**src/rtl/dtc_sched_pkg.sv**
```systemverilog
// Shared types and defaults for the decision-tree classifier request schedulers.
package dtc_sched_pkg;

  typedef enum logic [1:0] {
    StIdle = 2'd0,
    StEval = 2'd1,
    StResp = 2'd2
  } sched_state_e;

  localparam int unsigned FeatWDefault = 8;
  localparam int unsigned ClsWDefault  = 63;
  // Settle window is 0..15 cycles.
  localparam int unsigned SettleCntW   = 4;

  // Width of a requester index; never narrower than one bit.
  function automatic int unsigned id_width(input int unsigned n);
    return (n > 1) ? $clog2(n) : 1;
  endfunction

endpackage

```
**src/rtl/dtc_rr_arb.sv**
```systemverilog
// Combinational round-robin picker: first set request at or above ptr, wrapping.
module dtc_rr_arb
  import dtc_sched_pkg::*;
#(
  parameter int unsigned N   = 4,
  parameter int unsigned IdW = id_width(N)
) (
  input  logic [N-1:0]   req,
  input  logic [IdW-1:0] ptr,
  output logic [N-1:0]   gnt,
  output logic [IdW-1:0] gnt_idx,
  output logic           any
);

  // Scan N positions starting at ptr; the first requester found wins.
  always_comb begin
    int unsigned k;
    gnt     = '0;
    gnt_idx = '0;
    any     = 1'b0;
    k       = 0;
    for (int unsigned i = 0; i < N; i++) begin
      k = (32'(ptr) + i) % N;
      if (!any && req[k]) begin
        any     = 1'b1;
        gnt[k]  = 1'b1;
        gnt_idx = IdW'(k);
      end
    end
  end

endmodule

```
**src/rtl/dtc_req_scheduler.sv**
```systemverilog
// Time-shares one combinational classifier between NREQ requesters.
// Round-robin grant, hold the feature for SETTLE+1 cycles, capture and return the class vector.
module dtc_req_scheduler
  import dtc_sched_pkg::*;
#(
  parameter int unsigned NREQ   = 4,
  parameter int unsigned FEAT_W = FeatWDefault,
  parameter int unsigned CLS_W  = ClsWDefault,
  parameter int unsigned SETTLE = 0,
  parameter int unsigned CNT_W  = 16,
  localparam int unsigned IdW   = id_width(NREQ)
) (
  input  logic                     clk,
  input  logic                     rst,
  input  logic [NREQ-1:0]          req_valid,
  output logic [NREQ-1:0]          req_ready,
  input  logic [NREQ*FEAT_W-1:0]   req_feat,
  output logic [FEAT_W-1:0]        cls_inp,
  input  logic [CLS_W-1:0]         cls_outp,
  output logic                     rsp_valid,
  input  logic                     rsp_ready,
  output logic [IdW-1:0]           rsp_id,
  output logic [CLS_W-1:0]         rsp_class,
  output logic                     busy,
  output logic [CNT_W-1:0]         done_cnt
);

  sched_state_e            state_q, state_d;
  logic [IdW-1:0]          ptr_q;
  logic [FEAT_W-1:0]       feat_q;
  logic [IdW-1:0]          id_q;
  logic [SettleCntW-1:0]   settle_q;
  logic                    rsp_valid_q;
  logic [IdW-1:0]          rsp_id_q;
  logic [CLS_W-1:0]        rsp_class_q;
  logic [CNT_W-1:0]        done_cnt_q;

  logic [NREQ-1:0]         gnt;
  logic [IdW-1:0]          gnt_idx;
  logic                    gnt_any;
  logic [FEAT_W-1:0]       feat_sel;
  logic [IdW-1:0]          ptr_next;

  dtc_rr_arb #(
    .N   (NREQ),
    .IdW (IdW)
  ) u_arb (
    .req     (req_valid),
    .ptr     (ptr_q),
    .gnt     (gnt),
    .gnt_idx (gnt_idx),
    .any     (gnt_any)
  );

  assign feat_sel = req_feat[32'(gnt_idx) * FEAT_W +: FEAT_W];
  assign ptr_next = (gnt_idx == IdW'(NREQ - 1)) ? '0 : gnt_idx + IdW'(1);

  // State register.
  always_ff @(posedge clk or posedge rst) begin
    if (rst) begin
      state_q <= StIdle;
    end else begin
      state_q <= state_d;
    end
  end

  // Next-state: grant -> evaluate for SETTLE+1 cycles -> hold response until accepted.
  always_comb begin
    state_d = state_q;
    unique case (state_q)
      StIdle:  if (gnt_any) state_d = StEval;
      StEval:  if (settle_q == '0) state_d = StResp;
      StResp:  if (rsp_ready) state_d = StIdle;
      default: state_d = StIdle;
    endcase
  end

  // Outputs: grants only in idle; classifier input held from grant until back in idle.
  always_comb begin
    req_ready = '0;
    busy      = 1'b1;
    cls_inp   = feat_q;
    if (state_q == StIdle) begin
      req_ready = gnt;
      busy      = 1'b0;
      cls_inp   = '0;
    end
  end

  // Datapath: latch the granted request, count down the settle window, capture and retire.
  always_ff @(posedge clk or posedge rst) begin
    if (rst) begin
      ptr_q       <= '0;
      feat_q      <= '0;
      id_q        <= '0;
      settle_q    <= '0;
      rsp_valid_q <= 1'b0;
      rsp_id_q    <= '0;
      rsp_class_q <= '0;
      done_cnt_q  <= '0;
    end else begin
      unique case (state_q)
        StIdle: begin
          if (gnt_any) begin
            feat_q   <= feat_sel;
            id_q     <= gnt_idx;
            settle_q <= SettleCntW'(SETTLE);
            ptr_q    <= ptr_next;
          end
        end
        StEval: begin
          if (settle_q != '0) begin
            settle_q <= settle_q - SettleCntW'(1);
          end else begin
            rsp_class_q <= cls_outp;
            rsp_id_q    <= id_q;
            rsp_valid_q <= 1'b1;
          end
        end
        StResp: begin
          if (rsp_ready) begin
            rsp_valid_q <= 1'b0;
            done_cnt_q  <= done_cnt_q + CNT_W'(1);
          end
        end
        default: ;
      endcase
    end
  end

  assign rsp_valid = rsp_valid_q;
  assign rsp_id    = rsp_id_q;
  assign rsp_class = rsp_class_q;
  assign done_cnt  = done_cnt_q;

endmodule
```
**config.mk**
```make
export PLATFORM = sky130hd
export DESIGN_NAME = dtc_req_scheduler
export DESIGN_NICKNAME = d
export VERILOG_FILES = /design/src/rtl/dtc_sched_pkg.sv /design/src/rtl/dtc_rr_arb.sv /design/src/rtl/dtc_req_scheduler.sv
export SDC_FILE = /design/constraint.sdc
export NUM_CORES = 1
export LEC_CHECK = 0
export ABC_AREA = 1
export CAP_MARGIN = 20
export CORE_MARGIN = 2
export CORE_UTILIZATION = 47
export CTS_BUF_LIST = sky130_fd_sc_hd__clkbuf_16
export DETAILED_ROUTE_END_ITERATION = 6
export GPL_ROUTABILITY_DRIVEN = 0
export MAX_ROUTING_LAYER = met4
export PLACE_DENSITY = 0.86
export SLEW_MARGIN = 20
export SYNTH_ARGS = -nofsm -noshare
export SYNTH_HDL_FRONTEND = slang
export SYNTH_HIERARCHICAL = 1
export SYNTH_SLANG_ARGS = --single-unit
```
**constraint.sdc**
```tcl
create_clock -name clk -period 6 [get_ports clk]
set_clock_uncertainty 0.1 [all_clocks]
set_input_delay 0.9 -clock clk [delete_from_list [all_inputs] [get_ports clk]]
set_output_delay 0.9 -clock clk [all_outputs]
set_load 0.02 [all_outputs]
```
==> results of run 1 <==
==> layer usage <==
metal  GRT usage  vias to the layer above  wire [µm]
met1       0.281                     2113       5210
met5           -                        -          0
li1            -                     2250          -
met4      0.0974                        0        286
met2       0.408                      204       6410
met3      0.0438                       26        956
==> worst max-delay path by stage <==
stage                     slack (ps)                      end  cells after the start
after global routing            1700             req_ready[2]                     11
after CTS                       1950             req_ready[1]                     11
after floorplan                 2380  done_cnt[0]$_DFFE_PP0P_                      1
final                           1910             req_ready[0]                     11
after detailed placement        1980             req_ready[1]                     11
after global placement          2090             req_ready[1]                     11
==> worst min-delay path: cells and delay by family, from the launching register on <==
family           cells  cell delay (ps)
flip-flops           1              340
AND/OR/NAND/NOR      2              110
==> layout by cell type, fill, tap and decap left out, drive strengths merged <==
cell           instances
a21boi                 4
a21oi                  8
buf                    2
clkbuf                 9
clkdlybuf4s50        196
clkinv                 2
clkinvlp               1
dfrtp                100
ha                     8
inv                  114
nand2                148
nand3                 24
nand3b                 1
nand4                 10
nor2                  54
nor3                   3
o21a                   1
o21ai                 95
o22ai                  3
o31ai                  1
xnor2                  3
xor2                   8
==> final cells by class <==
cell class                 instances  area, µm²
clock inverter                     5       23.8
clock buffer                       9        225
timing repair buffer             198       1980
tap                              136        170
sequential                       100       2500
multi-input combinational        371       1870
fill                             810       3080
inverter                         112        423
==> kinds of logic (layout without fill, tap and decap cells) <==
family / after synthesis / count (layout) / synth area share
AND/OR/NAND/NOR: 240 / 240 / 0.221
buffers and inverters: 132 / 324 / 0.118
AO/OA/AOI/OAI: 112 / 112 / 0.117
flip-flops: 100 / 100 / 0.505
XOR/XNOR: 11 / 11 / 0.0194
adder cells (fa/ha/maj): 8 / 8 / 0.0202
==> per-stage QoR <==
step / util / setup WS (ps) / std cells
detailed placement: 0.675 / 1980 / 917
CTS: 0.700 / 1950 / 931
finish: 0.700 / 1910 / 931
floorplan: - / 2380 / 603
global route: 0.700 / 1700 / 931
global placement: 0.675 / 2090 / 917
==> sequential cells by signal, indices dropped and copies added (netlist names) <==
signal and count:
done_cnt 16, id_q 2, settle_q 4, rsp_class 63, rsp_id 2, ptr_q 2
state_q 2, rsp_valid 1, feat_q 8
==> power by group through the flow <==
| stage | logic [mW] | clock network (mW) | registers (mW) |
|---|---|---|---|
| finish | 2.27 | 0.496 | 1.14 |
| global route | 2.51 | 0.542 | 1.18 |
| CTS | 2.27 | 0.513 | 1.14 |
| detailed placement | 2.26 | 0 | 1.15 |
| global placement | 2.18 | 0 | 1.14 |
| floorplan | 1.19 | 0 | 1.41 |
==> results_dict.tcl, run 1 <==
set metrics [dict create \
    syn-num-nets 713 \
    r2r_start "ptr_q[0]$_DFFE_PP0P_" \
    numCtsBuffers 9 \
    wl_per_cell_um 13.8 \
    net-switching-power_mw 1.75 \
    holdPathEnd "feat_q[0]$_DFFE_PP0P_" \
    worstPathRequired_ps 5000 \
    end_kind "output port" \
    avgViaCountPerCell 4.93 \
    synth_area_leaders "dfrtp_1 50%, nand2_1 10%, inv_1 8.1%" \
    routed_wl_um 12900 \
    drive_above_1_share 0.0541 \
    holdBufCountCts 0 \
    syn-instance-count 603 \
    grt_util_all_layers 0.239 \
    outcome "complete, no violations" \
    synth_top_cell_area_share 0.505 \
    grt_overflow_total 0 \
    yosys-top-cells-count "135 x nand2_1, 107 x inv_1, 100 x dfrtp_1" \
    die-height_um 107 \
    swShare 0.449 \
    diodes 0 \
    syn_avg_cell_area_um2 8.22 \
    peakVddDrop_mv 0.325 \
    path_cells "inv_2, ha_1, inv_1, nand3_1, nand2_1, nor2_1, a21oi_1, nand3_1, inv_1, nor2_1, clkdlybuf4s50_1" \
    ys_seq_area_frac 0.505 \
    final_area_um2 7190 \
    holdWs_ps 383 \
    slowest_stage "clkdlybuf4s50_1" \
    power-per-cell-area_nw_per_um2 543 \
    power_mw 3.91 \
    crit_fanout 10 \
    synthArstFlopShare 1.00 \
    rr_worst_depth 13 \
    die_w_um 107 \
    vias 4593 \
    clk_latency_ps 340 \
    hold_depth 2 \
    drtAntennaViolNets 0 \
    ios 197 \
    grt_antenna_before_repair 0 \
    hpwl_um 9660 \
    worstReg2RegEnd "feat_q[6]$_DFFE_PP0P_" \
    htreeDepth 3 \
    min_from "feat_q[0]$_DFFE_PP0P_" \
    p_comb_frac 0.581 \
    period_minus_slack_ps 4090 \
    crit_arrival_ps 3090 \
    path_clk_slew_ps 60 \
    drtIter0Drc 364 \
    synthToLayoutAreaGrowth_pct 45.2 \
    postCtsResizedCells 0 \
    cpLargestDelayFamily "buffers and inverters" \
    relSlewSlack 0.446 \
    cts_setup_buffers 0 \
    place_area_um2 6940 \
    dr.pass1.iters 5 \
    fin_setup_tns_ps 0 \
    worst_pin_slew_ps 831 \
    post-route-drc-count 0 \
    cts_tree "built" \
    hp-class "flip-flop to flip-flop" \
    rsz0062_at_grt "no" \
    synth_seq_cells 100 \
    crit_start "ptr_q[0]$_DFFE_PP0P_" \
    syn_area_um2 4960 \
    start_util 0.482 \
    grt_pass1_wl_um 21200 \
    grt_pass1_vias 4538 \
    yosysMostFrequentCell "nand2_1" \
    hold_viol_final 0 \
    p_clk_frac 0.127 \
    cts_root_buf "clkbuf_16" \
    cpPeakStageDelay_ps 610 \
    finalSetupViolCount 0 \
    grt_max_degree 99 \
    fp.coreArea_um2 10300 \
    die_area_um2 11400 \
    cap_violations 0 \
    cts.sinks 100 \
    rows 37 \
    crit_path_start_kind "flip-flop" \
    internal-power_mw 2.15 \
    ys.flop_type "dfrtp_1" \
    pwr-share-seq 0.292 \
    slew_violations 0 \
    synth_edf_count 0 \
    yosysWarnings 6 \
    synth_cell_types 31 \
    fin_crit_sh 0.682 \
    fin_nets 902 \
    r2r_setup_slack_ps 2540 \
    crit_buf_inv 4 \
    fmax_mhz 244 \
    worstSetupPathType "flip-flop to output port" \
    yosysTopAreaCell "dfrtp_1" \
    cts_max_path_buffers 2 \
    io_buffers 196 \
    leakage_nw 3.53 \
]
Note: power is estimated with default switching activity, not from simulation.
==> inputs of run 2 (changes only) <==
- CORE_UTILIZATION: 47 -> 44
- PLACE_DENSITY: 0.86 -> 0.81
- clock period: 6 -> 3.8 ns (I/O delays scaled with it)
==> run 2 against run 1 <==
Via count is 0.33% lower. First-iteration DRC count is 5.5% lower. Cell count is 0.75% higher.
==> results_dict.tcl, run 2 (same netlist as run 1, synthesis figures left out) <==
set metrics [dict create \
    outcome "complete, no violations" \
    hpwl_um 9640 \
    drive_above_1_share 0.0589 \
    cts_tree "built" \
    clk_latency_ps 330 \
    min_from "rsp_valid$_DFFE_PP0P_" \
    period_minus_slack_ps 3610 \
    rr_worst_depth 14 \
    drtIter0Drc 344 \
    end_kind "output port" \
    wl_per_cell_um 13.6 \
    cts.sinks 100 \
    slew_violations 0 \
    postLayoutSetupSlackWorst_ps 192 \
    peakVddDrop_mv 0.691 \
    crit_path_start_kind "flip-flop" \
    avgViaCountPerCell 4.88 \
    worst_pin_slew_ps 621 \
    grt_util_all_layers 0.218 \
    power-per-cell-area_nw_per_um2 867 \
    fp.coreArea_um2 10900 \
    cts_setup_buffers 0 \
    cts_root_buf "clkbuf_16" \
    synthToLayoutAreaGrowth_pct 46.4 \
    grt_busiest_layer "met2" \
    fmax_mhz 277 \
    start_util 0.453 \
    post-route-drc-count 0 \
    grt_overflow_total 0 \
    holdWs_ps 378 \
    cts_max_path_buffers 2 \
    cap_violations 0 \
    rows 38 \
    worstReg2RegEnd "feat_q[7]$_DFFE_PP0P_" \
    fin_crit_sh 0.949 \
    crit_fanout 7 \
    die-height_um 110 \
    grt_util_met3 0.0470 \
    layout_commonest_cell "clkdlybuf4s50_1" \
    die_w_um 110 \
    power_mw 6.29 \
    htreeDepth 3 \
    hold_depth 2 \
    drtAntennaViolNets 0 \
    rsz0062_at_grt "no" \
    grtUsageMet1 0.242 \
    grt.met2_usage 0.378 \
    vias 4578 \
    grt_pass1_vias 4352 \
    worstSetupPathType "flip-flop to output port" \
    grt_max_degree 69 \
    die_area_um2 12100 \
    r2r_setup_slack_ps 830 \
    routed_wl_um 12700 \
    pre_cts_ws_ps 435 \
    most-common-layout-cells "196 x clkdlybuf4s50_1, 135 x nand2_1, 107 x inv_1" \
    finalSetupViolCount 0 \
    worstPathRequired_ps 3130 \
    numCtsBuffers 9 \
    r2r_start "ptr_q[1]$_DFFE_PP0P_" \
    path_clk_slew_ps 60 \
    fin_setup_tns_ps 0 \
    leakage_nw 3.55 \
    largest_reg_flops 63 \
    relSlewSlack 0.586 \
    fin_nets 903 \
    grt_antenna_before_repair 0 \
    dr.pass1.iters 7 \
    diodes 0 \
    holdPathEnd "rsp_valid$_DFFE_PP0P_" \
    ios 197 \
    hold_viol_final 0 \
    io_buffers 196 \
    grt_pass1_wl_um 20000 \
    crit_arrival_ps 2940 \
    hp-class "flip-flop to flip-flop" \
]
[run 2: power by group]
part           internal (mW)  switching [mW]  total [mW]  leakage, nW
Sequential              1.54           0.271        1.81         1.25
Combinational           1.46            2.14        3.60         2.16
Clock                  0.501           0.378       0.879        0.143
Total                   3.49            2.79        6.29         3.55
[run 2: routing by layer]
metal	share of wire	wire length (µm)
met1	0.40	5150
met2	0.48	6100
met3	0.093	1190
met4	0.022	286
met5	0	0
[run 2: final cells by class]
class                   instances  area (µm²)
clock buffers                   9         225
clock inverters                 7        58.8
well taps                     140         175
fillers                       859        3680
inverters                     112         423
multi-input cells             371        1870
flip-flops and latches        100        2500
repair buffers                199        2000
[run 2: what timing repair did]
| item | CTS | global route |
|---|---|---|
| hold buffers | 0 | 0 |
| endpoints found under the setup margin | 0 | 4 |
| resized for setup | 0 | 2 |
[run 2: how the worst max path moves through the flow]
stage          slack, ps  depth (start not counted)                      end                 start
2_1_floorplan        510                          1  done_cnt[0]$_DFFE_PP0P_                   rst
3_3_place_gp         550                         11             req_ready[3]          req_valid[3]
3_5_place_dp         440                         11             req_ready[1]          req_valid[3]
4_1_cts               90                         11             req_ready[1]  ptr_q[0]$_DFFE_PP0P_
5_1_grt               30                         11             req_ready[2]  ptr_q[1]$_DFFE_PP0P_
6_report             190                         11             req_ready[0]  ptr_q[1]$_DFFE_PP0P_
[run 2: metrics by stage]
step,util,std cells,instance area [µm²]
2_1_floorplan,-,603,4960
3_5_place_dp,0.637,922,6970
6_report,0.663,938,7250
5_1_grt,0.663,938,7250
3_3_place_gp,0.637,922,6970
4_1_cts,0.663,938,7250
[run 2: worst max-delay path, stage by stage (launching register included)]
cell,delay (ps)
dfrtp_1,500
inv_1,170
ha_1,390
inv_1,100
nand3_1,90
nand2_1,60
nor2_2,260
a21oi_1,140
nand3_1,120
inv_1,50
nor2_1,90
clkdlybuf4s50_1,610
==> patch 1 (config.mk and constraints of run 2) <==
Reset style: synchronous (`rst`), changed in 2 clocked blocks.
--- a/src/rtl/dtc_req_scheduler.sv
+++ b/src/rtl/dtc_req_scheduler.sv
@@ -57,5 +57,5 @@
 
   // State register.
-  always_ff @(posedge clk or posedge rst) begin
+  always_ff @(posedge clk) begin
     if (rst) begin
       state_q <= StIdle;
@@ -89,5 +89,5 @@
 
   // Datapath: latch the granted request, count down the settle window, capture and retire.
-  always_ff @(posedge clk or posedge rst) begin
+  always_ff @(posedge clk) begin
     if (rst) begin
       ptr_q       <= '0;
Formal check against the unedited RTL: differs if rst is asserted again (counterexample within 4 cycles, from zero or initial values and one cycle with rst high); with rst held inactive, the same outputs for 4 cycles.
==> patch 1 against run 2 <==
Worst setup slack worse by 4.8 ps; clock power increased by 3.1%; cell area shrank 4.8%; synthesized area down 6.3%; first-iteration DRC count is 8.4% higher; non-clock buffer count shrank 1; routed wire length rose by 1.7%; hold slack improved by 3.1 ps; critical path depth did not move; global-route usage rose by 0.94 points; sequential cell count is the same; total power shrank 6.9%; largest cell class is now multi-input combinational cells; largest power group unchanged.
==> patch 1: results <==
set metrics [dict create \
    clk_share_pct 4.332 \
    gr-usage-met1_pct 27.81 \
    use_met2_pct 38.54 \
    grt_pass1_wl_mm 20.78 \
    drive_above_1_share_pct 5.213 \
    relSlewSlack_pct 36.61 \
    syn_area_per_cell_um2 7.003 \
    antenna_found_initial 0 \
    sh_seq_area_pct 29.02 \
    route.met3.wl_um 982 \
    buffer_area_share_pct 28.64 \
    synthTopCellsByCount "nor2_1 (209), dfxtp_1 (100), o21ai_0 (99)" \
    inv_count 55 \
    regArea_mm2 0.002003 \
    postPlaceCellArea_mm2 0.006598 \
    track_usage_pct 22.76 \
    timing.rr.start "ptr_q[1]" \
    n_all_buffers 198 \
    fillers 889 \
    multi_input_area_share_pct 32.52 \
    critPathMaxFanout 13 \
    ir_drop_v 0.0005639 \
    nMultiInputCombCells 475 \
    grt_max_degree 82 \
    leakage_uw 0.002748 \
    nNetsFinal 950 \
    rrSetupSlack_ps 730 \
    drtIter0Drc 373 \
    synthArstFlopShare_pct 0 \
    grt_pass1_vias 4474 \
    holdPathEnd "rsp_valid" \
    met3_usage_pct 4.012 \
    yosys.cell_types.count 30 \
    met2_length_mm 6.281 \
    hold_path_startpoint "rsp_valid" \
    dr.pass1.iters 5 \
    met1Wirelength_mm 5.451 \
    hold_ws_ps 380.7 \
    yosysSeqAreaShare_pct 43.12 \
    outcome "finished, final reports clean" \
    synth.area.top_cells "dfxtp_1 (43%), nor2_1 (17%), o21ai_0 (11%), nand2_1 (4.6%), inv_1 (4.1%)" \
    via_per_inst 5.048 \
    r2r_end "feat_q[6]" \
    dp_slack_ps 434.0 \
    dp_hpwl_mm 9.428 \
]
## patch 1: cell types whose count changed after synthesis, moves of 27 or more
cell | before | now
nand2_1 | 135 | 57
dfxtp_1 | 0 | 100
inv_1 | 107 | 51
o21ai_0 | 72 | 99
dfrtp_1 | 100 | 0
nor2_1 | 48 | 209
## patch 1: worst max-delay path by stage
stage / start / end / slack [ps] / cells past startpoint
floorplan: ptr_q[0] / feat_q[0] / 1180 / 15
CTS: ptr_q[0] / req_ready[1] / 120 / 11
global placement: req_valid[3] / req_ready[1] / 560 / 11
detailed placement: req_valid[1] / req_ready[1] / 430 / 11
global route: ptr_q[1] / req_ready[1] / -20 / 11
finish: ptr_q[1] / req_ready[0] / 190 / 11
## patch 1: cell families after synthesis
kind of cell	after synthesis	synth area share, %
AOI/OAI and AO/OA	137	15.17
xor gates and xnor gates	1	0.1887
adders and majority gates	9	2.425
buffers and inverters	88	8.596
DFF	100	43.12
and+or+nand+nor	328	30.50
## patch 1: what timing repair did
item	CTS	global route
setup buffers	0	0
endpoints found under the setup margin	0	4
gates resized for setup	0	2
## patch 1: per-stage QoR
| stage | cells | power, µW |
|---|---|---|
| after floorplan | 663 | 3806 |
| after global placement | 964 | 4837 |
| after detailed placement | 964 | 4957 |
| after CTS | 980 | 5863 |
| after global routing | 980 | 6304 |
| final | 980 | 5851 |
## patch 1: where the power goes
group	leakage, µW	internal, µW	switching, µW
combinational	0.00179	1330	1930
clock	0.000140	513	394
sequential	0.000820	1460	220
## patch 1: worst max-delay path: stages, from the launching register on
cell             delay (ps)
dfxtp_1                 480
inv_1                   200
ha_1                    410
inv_1                   110
nand2_1                 100
nand2_2                  70
nor2_4                  240
nand4_1                 140
nand3_1                 100
inv_1                    40
nor2_1                  100
clkdlybuf4s50_1         610
==> patch 2 (flow settings as in run 2) <==
Without the edit above. The package constant `SettleCntW` goes from 4 to 5.
--- a/src/rtl/dtc_sched_pkg.sv
+++ b/src/rtl/dtc_sched_pkg.sv
@@ -11,5 +11,5 @@
   localparam int unsigned ClsWDefault  = 63;
   // Settle window is 0..15 cycles.
-  localparam int unsigned SettleCntW   = 4;
+  localparam int unsigned SettleCntW   = 5;
 
   // Width of a requester index; never narrower than one bit.
Check against the original RTL: no difference found for any inputs over 4 cycles, from zero or initial values and one cycle with rst high; that may be too few to reach the edited logic, so the function may still have changed.
==> patch 2 against run 2 <==
Highest routed layer unchanged; synthesized area unchanged; combinational power increased by 1%; cell count unchanged; total power is 1.1% higher; routed wire length up 0.68%; cell area up 0.41%; synthesized cell count rose by 0.33%; sequential cell count rose by 1; critical endpoint unchanged; utilization increased by 0.27 points; worst setup slack better by 32 ps; critical path type unchanged.
==> patch 2: results <==
set metrics [dict create \
    outcome "finished, final reports clean" \
    drt-total-wl_mm 12.81 \
    start_kind "flip-flop" \
    dr.pass1.iters 6 \
    p_switching_uw 2821 \
    largest_register_ffs 63 \
    postPlaceCellArea_mm2 0.006985 \
    cts_buffers 9 \
    via_per_inst 4.899 \
    grt_max_degree 77 \
    nNetsFinal 904 \
    synth-main-ff-cell "dfrtp_1" \
    portBuffers 196 \
    antenna_found_initial 0 \
    track_usage_pct 21.80 \
    yosysSeqAreaShare_pct 51.00 \
    relSlewSlack_pct 52.95 \
    clk_pin_slew_ps 70 \
    hold_path_startpoint "rsp_valid" \
    ir_drop_v 0.0006830 \
    ys_warn_count 6 \
    grt_pass1_wl_mm 20.15 \
    hp-class "reg -> reg" \
    leakage_uw 0.003541 \
    synthArstFlopShare_pct 100.0 \
    cts-root-buf "clkbuf_16" \
    clk_latency_ps 340 \
    yosys.cell_types.count 28 \
    worstPathArrival_ps 2910 \
    antennaDiodeCount 0 \
    synthTopCellsByCount "nand2_1 (129), inv_1 (108), dfrtp_1 (101)" \
    timing.rr.start "ptr_q[0]" \
    fillers 845 \
    critPathMaxFanout 13 \
    drive_above_1_share_pct 5.263 \
    clockBufferDepth 2 \
    drtIter0Drc 392 \
    dp_hpwl_mm 9.503 \
    synth.area.top_cells "dfrtp_1 (51%), nand2_1 (9.8%), inv_1 (8.2%), o21ai_0 (7.7%), nor2_1 (3.9%)" \
    grt_pass1_vias 4425 \
    syn_nets 715 \
]
-- patch 2: changes by cell type in the layout (fill, tap and decap cells not counted), moves of 4 or more --
cell	change
inv_2	-4
xnor2_1	+5
nor2_1	+4
nand2_2	-4
nand2_1	-6
o21ai_0	+4
o21ai_1	+5
-- patch 2: what timing repair did --
item,4_1_cts,5_1_grt
buffers inserted,0,0
gates resized for setup,0,4
setup endpoints to repair,0,4
-- patch 2: critical path: stages, from the launching register on --
cell	delay, ps
dfrtp_2	480
inv_2	140
ha_1	400
inv_1	120
nand2_1	90
nand2_2	60
nor2_4	240
nand4_1	150
nand3_1	100
inv_1	40
nor2_1	100
clkdlybuf4s50_1	630
-- patch 2: path summary, 6_finish.rpt --
check	to	slack, ps	cells after the start
max	req_ready[0]	220	11
max reg2reg	feat_q[4]	840	14
min	rsp_valid	380	2
min reg2reg	rsp_valid	380	2
max in group asynchronous	rsp_valid	2290	3
min in group asynchronous	rsp_class[40]	600	2
-- patch 2: kinds of logic (layout without fill, tap and decap cells) --
logic type / after synthesis / in the layout / synth area share [%]
fa+ha+maj: 8 / 8 / 2.020
buf+inv: 131 / 324 / 11.49
xor+xnor: 13 / 13 / 2.297
simple gates: 235 / 235 / 21.13
compound gates: 117 / 117 / 12.07
flops: 101 / 101 / 51.00
-- patch 2: power groups by stage --
stage | combinational, µW | clock (µW) | sequential (µW)
after detailed placement | 3600 | 0 | 1830
after global routing | 4040 | 957 | 1860
after global placement | 3480 | 0 | 1800
after floorplan | 1890 | 0 | 2240
after CTS | 3620 | 914 | 1810
final | 3640 | 902 | 1810
-- patch 2: cell type report --
type                    count  area share [%]
inverters                 109           5.651
flip-flops and latches    101           34.73
multi-input cells         373           25.73
well taps                 140           2.405
clock inverters             6          0.8760
repair buffers            200           27.52
clock buffers               9           3.092
-- patch 2: stage by stage --
step,utilization [%],instances,total power [µW],setup WS [ps],hold WS [ps]
global route,66.61,938,6866,32.18,410.9
floorplan,-,605,4130,482.9,359.2
detailed placement,63.88,923,5430,392.4,370.7
finish,66.61,938,6355,224.5,384.5
CTS,66.52,938,6340,1.456,388.7
global placement,63.88,923,5280,570.2,367.9
-- patch 2: metal layers --
metal / vias to the layer above / track usage [%] / part of all wire (%)
met5: - / - / 0
met4: 0 / 9.196 / 2.2
met3: 30 / 3.821 / 8.7
met2: 211 / 38.74 / 49
met1: 2094 / 24.09 / 40
li1: 2260 / - / -
